--- src/rtl/arith_left_shift_unit.sv ---
// Multi-cycle arithmetic left shifter: one bit per clock, with a sticky
// signed-overflow flag and the last bit shifted out of the MSB.
module arith_left_shift_unit #(
    parameter int WIDTH = 16,
    parameter int CNT_W = 4
) (
    input  logic             clk,
    input  logic             rst_n,
    input  logic             start,
    input  logic [WIDTH-1:0] in,
    input  logic [CNT_W-1:0] amount,
    output logic             ready,
    output logic             busy,
    output logic             done,
    output logic [WIDTH-1:0] out,
    output logic             overflow,
    output logic             carry
);

    typedef enum logic [1:0] {
        IDLE  = 2'd0,
        SHIFT = 2'd1,
        DONE  = 2'd2
    } state_t;

    state_t           state;
    state_t           state_nxt;
    logic [WIDTH-1:0] sreg;
    logic [WIDTH-1:0] sreg_nxt;
    logic [CNT_W-1:0] cnt;
    logic [CNT_W-1:0] cnt_nxt;
    logic             ovf;
    logic             ovf_nxt;
    logic             cry;
    logic             cry_nxt;
    logic             accept;

    assign accept = (state == IDLE) && start;

    always_ff @(posedge clk or negedge rst_n) begin
        if (!rst_n) begin
            state <= IDLE;
            sreg  <= '0;
            cnt   <= '0;
            ovf   <= 1'b0;
            cry   <= 1'b0;
        end else begin
            state <= state_nxt;
            sreg  <= sreg_nxt;
            cnt   <= cnt_nxt;
            ovf   <= ovf_nxt;
            cry   <= cry_nxt;
        end
    end

    always_comb begin
        state_nxt = state;
        sreg_nxt  = sreg;
        cnt_nxt   = cnt;
        ovf_nxt   = ovf;
        cry_nxt   = cry;
        unique case (state)
            IDLE: begin
                if (accept) begin
                    sreg_nxt  = in;
                    cnt_nxt   = amount;
                    ovf_nxt   = 1'b0;
                    cry_nxt   = 1'b0;
                    state_nxt = (amount != '0) ? SHIFT : DONE;
                end
            end
            SHIFT: begin
                sreg_nxt = {sreg[WIDTH-2:0], 1'b0};
                cry_nxt  = sreg[WIDTH-1];
                // Sign changes whenever the two top bits differ before a shift
                ovf_nxt  = ovf | (sreg[WIDTH-1] ^ sreg[WIDTH-2]);
                cnt_nxt  = cnt - CNT_W'(1);
                if (cnt == CNT_W'(1)) begin
                    state_nxt = DONE;
                end
            end
            DONE: begin
                state_nxt = IDLE;
            end
            default: begin
                state_nxt = IDLE;
            end
        endcase
    end

    assign ready    = (state == IDLE);
    assign busy     = (state == SHIFT);
    assign done     = (state == DONE);
    assign out      = sreg;
    assign overflow = ovf;
    assign carry    = cry;

endmodule
--- config.mk ---
export PLATFORM = sky130hd
export DESIGN_NAME = arith_left_shift_unit
export DESIGN_NICKNAME = d
export VERILOG_FILES = /design/src/rtl/arith_left_shift_unit.sv
export SDC_FILE = /design/constraint.sdc
export NUM_CORES = 1
export LEC_CHECK = 0
export ABC_AREA = 1
export CORE_AREA = 2 2 58 54
export CTS_BUF_LIST = sky130_fd_sc_hd__clkbuf_8 sky130_fd_sc_hd__clkbuf_16
export DETAILED_ROUTE_END_ITERATION = 16
export DIE_AREA = 0 0 60 56
export GPL_ROUTABILITY_DRIVEN = 0
export PLACE_DENSITY = 0.91
export RECOVER_POWER = 50
export SLEW_MARGIN = 25
export SYNTH_ARGS = -nofsm -noshare
export SYNTH_HDL_FRONTEND = slang
export SYNTH_SLANG_ARGS = --single-unit
--- constraint.sdc ---
create_clock -name clk -period 2.1 [get_ports clk]
set_input_delay 0.42 -clock clk [delete_from_list [all_inputs] [get_ports clk]]
set_output_delay 0.42 -clock clk [all_outputs]
set_load 0.01 [all_outputs]
==> run_results.csv, run 1 <==
group,metric,value,unit
yosys,synth_top_area_cell,"dfrtp_1",
yosys,synthAdderAreaFrac,1.96,%
yosys,ys_seq_elements,24,
yosys,synth_xor_area_share,0.686,%
status,outcome,"complete, no violations",
cells_and_area,layout_commonest_cell,"nand2_1",
yosys,synth_top_area_share,47.1,%
yosys,synth_simple_gate_area_share,18.4,%
sta,finClkSkew,3.19,ps
power,seqPwrFrac,31.9,%
global_routing,grt_pass1_wl,4540,um
floorplan,die_area,3360,um2
yosys,synthesis.area,1280,um2
cts,cts_buffer_depth,2,
drt,drtAntennaViolNets,0,
power,p_int,1.50,mW
hold_path,hold_path_class,"reg2reg",
sta,hold-worst-slack,490,ps
floorplan,start_util,46.8,%
drt,drc,0,
setup_path,cp-start-kind,"flop",
drt,drt-initial-drc-count,26,
cells_and_area,final_cell_mix,"nand2_1, clkdlybuf4s50_1, dfrtp_1",
yosys,synth.area.top_cells,"dfrtp_1, nand2_1, o21ai_1",
setup_path,cp-end-kind,"primary output",
global_routing,grt_antenna_before_repair,0,
yosys,synth-compound-area-share,19.2,%
power,combPwrFrac,56.0,%
power,power_switching,1.11,mW
yosys,synth_top_family_by_area,"compound AO/OA/AOI/OAI gates",
sta,slew_headroom,15.4,%
place,io_buffer_count,43,
drt,routed_wl,2740,um
cts,cts-buffers-inserted,3,
floorplan,die_x,60,um
sta,period_minus_slack,1940,ps
cells_and_area,diodes,0,
global_routing,grt_start_max_net_pins,38,
global_routing,first_global_vias,1051,
sta,setup_tns,0,ps
power,clockPowerShare,12.1,%
setup_path,crit_family,"buffers and inverters",
yosys,synth.distinct_cells,15,
cts,h-tree-depth,1,
power,switching_share,42.6,%
global_routing,grt_usage,17.7,%
cts,clk_pin_slew,80,ps
setup_path,rrSetupSlack,500,ps
sta,period_share,92.5,%
run,maxCapViolations,0,
setup_path,worstPathCellList,"nor2_1 -> clkdlybuf4s50_1",
place,dpl.hpwl,1890,um
setup_path,path_class,"reg2out",
global_routing,globalRoute.totalOverflow,0,
cts,clk_latency,270,ps
floorplan,die_h,56,um
cts,ctsHoldBuffers,0,
setup_path,required,1680,ps
sta,worst_pin_slew,1270,ps
cells_and_area,layout-drive-gt1-share,7.35,%
cells_and_area,syn_to_final_growth,37.1,%
setup_path,crit_fanout,5,
setup_path,cp_num_buf_inv,1,
power,p_leak,0.820,nW
floorplan,fp-row-count,18,
drt,routedWlPerCell,11.2,um
setup_path,critPathSlowestCell,"clkdlybuf4s50_1",
drt,via_per_inst,4.67,
cts,cts_resized,0,
setup_path,critPathMaxStageDelay,590,ps
sta,setup_viol,0,
cts,clkSinkCount,24,
yosys,synth_seq_area_share,47.1,%
sta,clock.fmax,0.515,GHz
setup_path,critPathArrivalTime,1520,ps
sta,rsz0062_at_grt,"false",
sta,final_max_slew_viol_count,0,
drt,dr.pass1.iters,4,
drt,dr_total_vias,1139,
cts,cts_tree,"built",
yosys,synth_area_per_cell,7.88,um2
yosys,synth_mux_area_share,0,%
sta,finalHoldViolations,0,
floorplan,num_io_pins,44,
yosys,syn-instance-count,162,
yosys,yosys_warnings,0,
cells_and_area,final_nets,230,
yosys,syn_nets,187,
cts,post-cts-setup-buffers,0,
power,p_per_area,1490,nW/um2
power,vdd_drop_max,0.000834,V
floorplan,core,2730,um2
cts,root_buffer,"clkbuf_8",
-- power groups by stage --
stage | registers [mW] | clock network, mW | logic, mW
after global routing | 0.861 | 0.337 | 1.64
final | 0.831 | 0.316 | 1.46
after global placement | 0.836 | 0 | 1.44
after detailed placement | 0.837 | 0 | 1.48
after floorplan | 0.893 | 0 | 0.938
after CTS | 0.834 | 0.327 | 1.49
-- Yosys cell counts --
cell	instances
a21oi_1	3
buf_6	6
clkbuf_1	1
dfrtp_1	24
ha_1	2
inv_1	22
inv_2	2
nand2_1	50
nand3_1	4
nor2_1	6
nor3_1	1
o21ai_0	11
o21ai_1	21
o21ai_2	8
xnor2_1	1
-- cells by family after synthesis --
family | count (synthesis)
AOI/OAI and AO/OA | 43
and+or+nand+nor | 61
adders and majority gates | 2
buffers and inverters | 31
xor gates and xnor gates | 1
DFF | 24
-- sequential cells by signal, summed over array words and instances (netlist names) --
| name | cells |
|---|---|
| carry | 1 |
| cnt | 4 |
| out | 16 |
| overflow | 1 |
| state | 2 |
-- area by class of cell --
cell class | count | area (um2)
Fill cell | 252 | 976
Sequential cell | 24 | 601
Multi-Input combinational cell | 107 | 514
Timing Repair Buffer | 45 | 439
Inverter | 24 | 90.1
Clock buffer | 4 | 55.1
Tap cell | 40 | 50.0
-- worst min-delay path: cells and delay by family, from the launching register on --
kind	cells	cell delay, ps
AO/OA/AOI/OAI	1	60
flip-flops	1	340
AND/OR/NAND/NOR	1	50
-- layer usage --
| layer | up-vias | share of wire (%) | GRT usage (%) |
|---|---|---|---|
| li1 | 591 | - | - |
| met1 | 502 | 46 | 23.5 |
| met2 | 39 | 46 | 27.2 |
| met3 | 7 | 6.0 | 4.65 |
| met4 | 0 | 1.7 | 6.67 |
| met5 | - | 0 | 0 |
-- stage by stage --
| stage | utilization [%] | power [mW] | setup slack, ps | std cells | cell area (um2) |
|---|---|---|---|---|---|
| after global routing | 64.2 | 2.84 | 75.5 | 244 | 1750 |
| after floorplan | - | 1.83 | 924 | 162 | 1280 |
| after detailed placement | 62.4 | 2.31 | 229 | 240 | 1700 |
| after CTS | 64.4 | 2.65 | 149 | 244 | 1760 |
| final | 64.2 | 2.61 | 157 | 244 | 1750 |
| after global placement | 62.4 | 2.27 | 266 | 240 | 1700 |
-- worst paths after layout --
kind                               start  endpoint  cells past startpoint
max in group asynchronous          rst_n   out[12]                      2
worst min register to register  overflow  overflow                      2
min in group asynchronous          rst_n  state[0]                      2
worst min-delay path            overflow  overflow                      2
worst max register to register  state[1]    cnt[1]                      7
worst max-delay path            state[0]     ready                      2
Note: power is estimated with default switching activity, not from simulation.
==> inputs of run 2 (changes only) <==
CORE_AREA = 2 2 60 57   (was 2 2 58 54)
DIE_AREA = 0 0 62 59   (was 0 0 60 56)
PLACE_DENSITY = 0.85   (was 0.91)
clock period = 1.8 ns   (was 2.1 ns; I/O delays follow)
==> run 2 against run 1 <==
Compared with the run above: critical path depth up 2; die area increased by 8.9%; via count down 2.4%; register-to-register slack lost 60 ps; sequential cell count unchanged; core utilization shrank 4.6 points; sequential power is 17% higher; final area grew 1.3%; clock-buffer cell count stayed put; clock power increased by 14%; total power up 16%; critical path type unchanged; highest routed layer unchanged.
==> run_results.csv, run 2 (synthesis results as in run 1) <==
group,metric,value,unit
status,outcome,"complete, no violations",
place,dpl.hpwl,1790,um
sta,final_max_slew_viol_count,0,
place,io_buffer_count,43,
cells_and_area,final_cell_mix,"nand2_1, clkdlybuf4s50_1, dfrtp_1",
drt,drc,0,
setup_path,crit_fanout,5,
sta,clock.fmax,0.597,GHz
floorplan,die_x,62,um
drt,routed_wl,2490,um
drt,drtAntennaViolNets,0,
drt,drt-initial-drc-count,49,
cts,cts-buffers-inserted,3,
floorplan,core,2970,um2
cells_and_area,fillers,262,
global_routing,grt_start_max_net_pins,38,
global_routing,grt_antenna_before_repair,0,
floorplan,start_util,42.9,%
cells_and_area,instances_no_fill,247,
cts,ctsHoldBuffers,0,
sta,worst_pin_slew,578,ps
cts,clk_pin_slew,80,ps
setup_path,required,1440,ps
global_routing,first_global_vias,999,
setup_path,cp-end-kind,"primary output",
floorplan,fp-row-count,19,
cts,clk_latency,260,ps
sta,rsz0062_at_grt,"false",
power,finalPower,3.04,mW
drt,dr.pass1.iters,4,
power,vdd_drop_max,0.000917,V
cells_and_area,final_nets,231,
cells_and_area,syn_to_final_growth,38.8,%
cells_and_area,largest_reg_flops,16,
sta,setup_viol,0,
sta,finClkSkew,3.46,ps
cts,cts_tree,"built",
setup_path,path_class,"reg2out",
cts,cts_buffer_depth,2,
sta,period_minus_slack,1670,ps
sta,finalHoldViolations,0,
place,dp_cells,243,
cells_and_area,diodes,0,
sta,period_share,93.0,%
floorplan,die_h,59,um
cts,post-cts-setup-buffers,0,
drt,dr_total_vias,1112,
cts,h-tree-depth,1,
cells_and_area,finish.utilization,59.6,%
setup_path,critPathArrivalTime,1310,ps
cells_and_area,layout-drive-gt1-share,8.29,%
hold_path,hold_path_class,"reg2reg",
global_routing,grt_pass1_wl,4080,um
setup_path,cp-start-kind,"flop",
sta,hold-worst-slack,495,ps
global_routing,globalRoute.totalOverflow,0,
drt,via_per_inst,4.50,
global_routing,grt_usage,14.8,%
cts,clkSinkCount,24,
floorplan,num_io_pins,44,
cells_and_area,layout_commonest_cell,"nand2_1",
run,maxCapViolations,0,
floorplan,die_area,3660,um2
sta,slew_headroom,61.4,%
sta,setup_tns,0,ps
cts,root_buffer,"clkbuf_8",
power,p_per_area,1710,nW/um2
drt,routedWlPerCell,10.1,um
power,p_leak,0.840,nW
## run 2: changes by cell type in the layout (fill, tap and decap cells not counted), sizes merged
cell           before  now
dlygate4sd3         5    2
buf                 0    2
clkbuf              6    5
clkdlybuf4s25       0    1
dlygate4sd2         0    1
dlymetal6s2s        0    1
## run 2: final timing paths
check	slack, ps	cells past startpoint	endpoint	from
worst max register to register	440	7	cnt[1]	state[1]
max in group asynchronous	810	2	out[2]	rst_n
worst min-delay path	490	2	overflow	overflow
min in group asynchronous	610	2	cnt[2]	rst_n
worst max-delay path	130	4	busy	state[1]
worst min register to register	490	2	overflow	overflow
## run 2: timing repair
action | CTS | global route
endpoints found under the hold margin | 0 | 0
endpoints found under the setup margin | 2 | 2
gates resized for setup | 3 | 3
## run 2: area by class of cell
type | instances | area [um2] | share of cell area (%)
clock buffers | 4 | 55.1 | 3.11
inverters | 24 | 90.1 | 5.08
multi-input cells | 107 | 522 | 29.4
flip-flops and latches | 24 | 601 | 33.9
well taps | 42 | 52.6 | 2.97
repair buffers | 46 | 452 | 25.5
## run 2: report_power, final
group,leakage (nW),switching [mW],internal (mW)
Combinational,0.514,0.928,0.778
Clock,0.0288,0.164,0.195
Sequential,0.298,0.170,0.801
Total,0.840,1.26,1.77
## run 2: metrics by stage
step | setup slack [ps] | cell area [um2]
floorplan | 642 | 1280
global placement | 104 | 1710
detailed placement | 42.4 | 1710
CTS | 7.20 | 1770
global route | 56.5 | 1770
finish | 126 | 1770
## run 2: layer usage
layer	part of all wire, %	wire [um]	GRT usage (%)
met2	49	1210	25.3
met1	45	1130	18.7
met5	0	0	0
met4	0.40	10	2.74
met3	5.6	139	4.37
## run 2: worst max-delay path, stage by stage (launching register included)
cell and delay [ps]:
dfrtp_1 420, inv_1 120, nand2_1 80, inv_1 140, dlygate4sd2_1 290
==> inputs of run 3 (changes only) <==
CAP_MARGIN = 20   (was not set)
SETUP_SLACK_MARGIN = 0.3   (was not set)
==> run 3 against run 2 <==
Compared with the run above: core utilization decreased by 0.51 points; critical endpoint is now out[9]; register-to-register slack got worse by 50 ps; final area down 0.85%; highest routed layer unchanged; clock skew hardly changed; clock-buffer cell count stayed put; non-clock buffer count rose by 2; critical path type is now in2reg; setup slack improved by 160 ps; die area unchanged.
==> run_results.csv, run 3 (synthesis results as in run 1) <==
group,metric,value,unit
status,outcome,"complete, no violations",
drt,drc,0,
cells_and_area,largest_reg_flops,16,
sta,clock.fmax,0.660,GHz
sta,setup_viol,0,
sta,slew_headroom,61.6,%
global_routing,first_global_vias,1016,
drt,routed_wl,2510,um
floorplan,fp-row-count,19,
sta,worst_pin_slew,576,ps
cells_and_area,syn_to_final_growth,37.6,%
place,io_buffer_count,43,
sta,hold-worst-slack,491,ps
global_routing,globalRoute.busiestLayer,"met2",
floorplan,num_io_pins,44,
cts,clk_pin_slew,80,ps
global_routing,met2_usage,26.0,%
power,p_leak,0.882,nW
cts,h-tree-depth,1,
setup_path,critPathSlowestCell,"clkdlybuf4s50_1",
drt,drt-initial-drc-count,49,
cts,clkSinkCount,24,
cells_and_area,final_nets,233,
setup_path,cp-start-kind,"input port",
sta,setup_tns,0,ps
drt,dr.pass1.iters,4,
cts,cts_tree,"built",
place,dpl.hpwl,1790,um
drt,via_per_inst,4.48,
floorplan,die_x,62,um
cts,clk_latency,260,ps
floorplan,die_h,59,um
drt,routedWlPerCell,10.1,um
global_routing,grt_pass1_wl,4170,um
setup_path,critPathArrivalTime,1660,ps
cts,cts-buffers-inserted,3,
setup_path,path_class,"in2reg",
drt,dr_total_vias,1115,
power,p_per_area,1660,nW/um2
sta,rsz0062_at_grt,"true",
setup_path,required,1940,ps
floorplan,start_util,42.9,%
cells_and_area,final_cell_mix,"nand2_1, inv_1, dfrtp_1",
power,vdd_drop_max,0.00102,V
sta,finClkSkew,3.95,ps
sta,finalHoldViolations,0,
floorplan,core,2970,um2
global_routing,grtUsageMet1,19.1,%
cells_and_area,layout_commonest_cell,"nand2_1",
global_routing,met3_usage,4.37,%
floorplan,die_area,3660,um2
global_routing,globalRoute.totalOverflow,0,
cts,root_buffer,"clkbuf_8",
setup_path,cp-end-kind,"flop",
cells_and_area,diodes,0,
setup_path,critPathMaxStageDelay,450,ps
drt,drtAntennaViolNets,0,
sta,final_max_slew_viol_count,0,
cts,ctsHoldBuffers,0,
run,maxCapViolations,0,
cells_and_area,layout-drive-gt1-share,9.18,%
cells_and_area,finish.utilization,59.1,%
global_routing,grt_antenna_before_repair,0,
cts,cts_buffer_depth,2,
hold_path,hold_path_class,"reg2reg",
setup_path,crit_fanout,35,
setup_path,worstPathCellList,"clkdlybuf4s50_1 -> o21ai_0 -> inv_2 -> nand2_1 -> o21ai_2",
global_routing,grt_start_max_net_pins,38,
sta,period_share,84.1,%
global_routing,grt_usage,15.2,%
sta,period_minus_slack,1510,ps
run 3: power by group:
group / internal (mW) / switching [mW] / leakage [nW]
combinational: 0.659 / 0.938 / 0.556
clock: 0.195 / 0.164 / 0.0288
sequential: 0.803 / 0.154 / 0.297
run 3: area by class of cell:
| type | instances | area (um2) |
|---|---|---|
| Timing Repair Buffer | 48 | 439 |
| Fill cell | 272 | 1210 |
| Sequential cell | 24 | 602 |
| Multi-Input combinational cell | 107 | 518 |
| Tap cell | 42 | 52.6 |
| Clock buffer | 4 | 55.1 |
| Inverter | 24 | 90.1 |
run 3: stage by stage:
| stage | total power, mW | std cells | cell area (um2) | setup slack (ps) |
|---|---|---|---|---|
| after floorplan | 2.14 | 162 | 1280 | 642 |
| after global placement | 2.67 | 243 | 1710 | 104 |
| after detailed placement | 2.71 | 243 | 1710 | 42.4 |
| after CTS | 2.97 | 249 | 1770 | 266 |
| after global routing | 3.20 | 249 | 1760 | 140 |
| final | 2.91 | 249 | 1760 | 286 |
run 3: routing by layer:
metal | routed length (um) | up-vias | part of all wire (%)
li1 | - | 597 | -
met1 | 1120 | 492 | 44
met2 | 1240 | 24 | 50
met3 | 139 | 2 | 5.5
met4 | 10 | 0 | 0.40
met5 | 0 | - | 0
run 3: worst max-delay path: cells and delay by family:
| kind | cells | cell delay, ps |
|---|---|---|
| simple gates | 1 | 170 |
| buf+inv | 2 | 760 |
| compound gates | 2 | 360 |
run 3: final timing paths:
check / from / to / slack (ps) / cells after the start
min in group asynchronous: rst_n / out[15] / 610 / 2
hold reg to reg: carry / carry / 490 / 2
max in group asynchronous: rst_n / state[0] / 780 / 2
hold / removal: carry / carry / 490 / 2
setup / recovery: start / out[9] / 290 / 5
setup reg to reg: state[0] / out[9] / 390 / 4
run 3: what timing repair did:
action / CTS / global route
setup endpoints to repair: 21 / 19
setup buffers: 2 / 0
resized for setup: 26 / 3
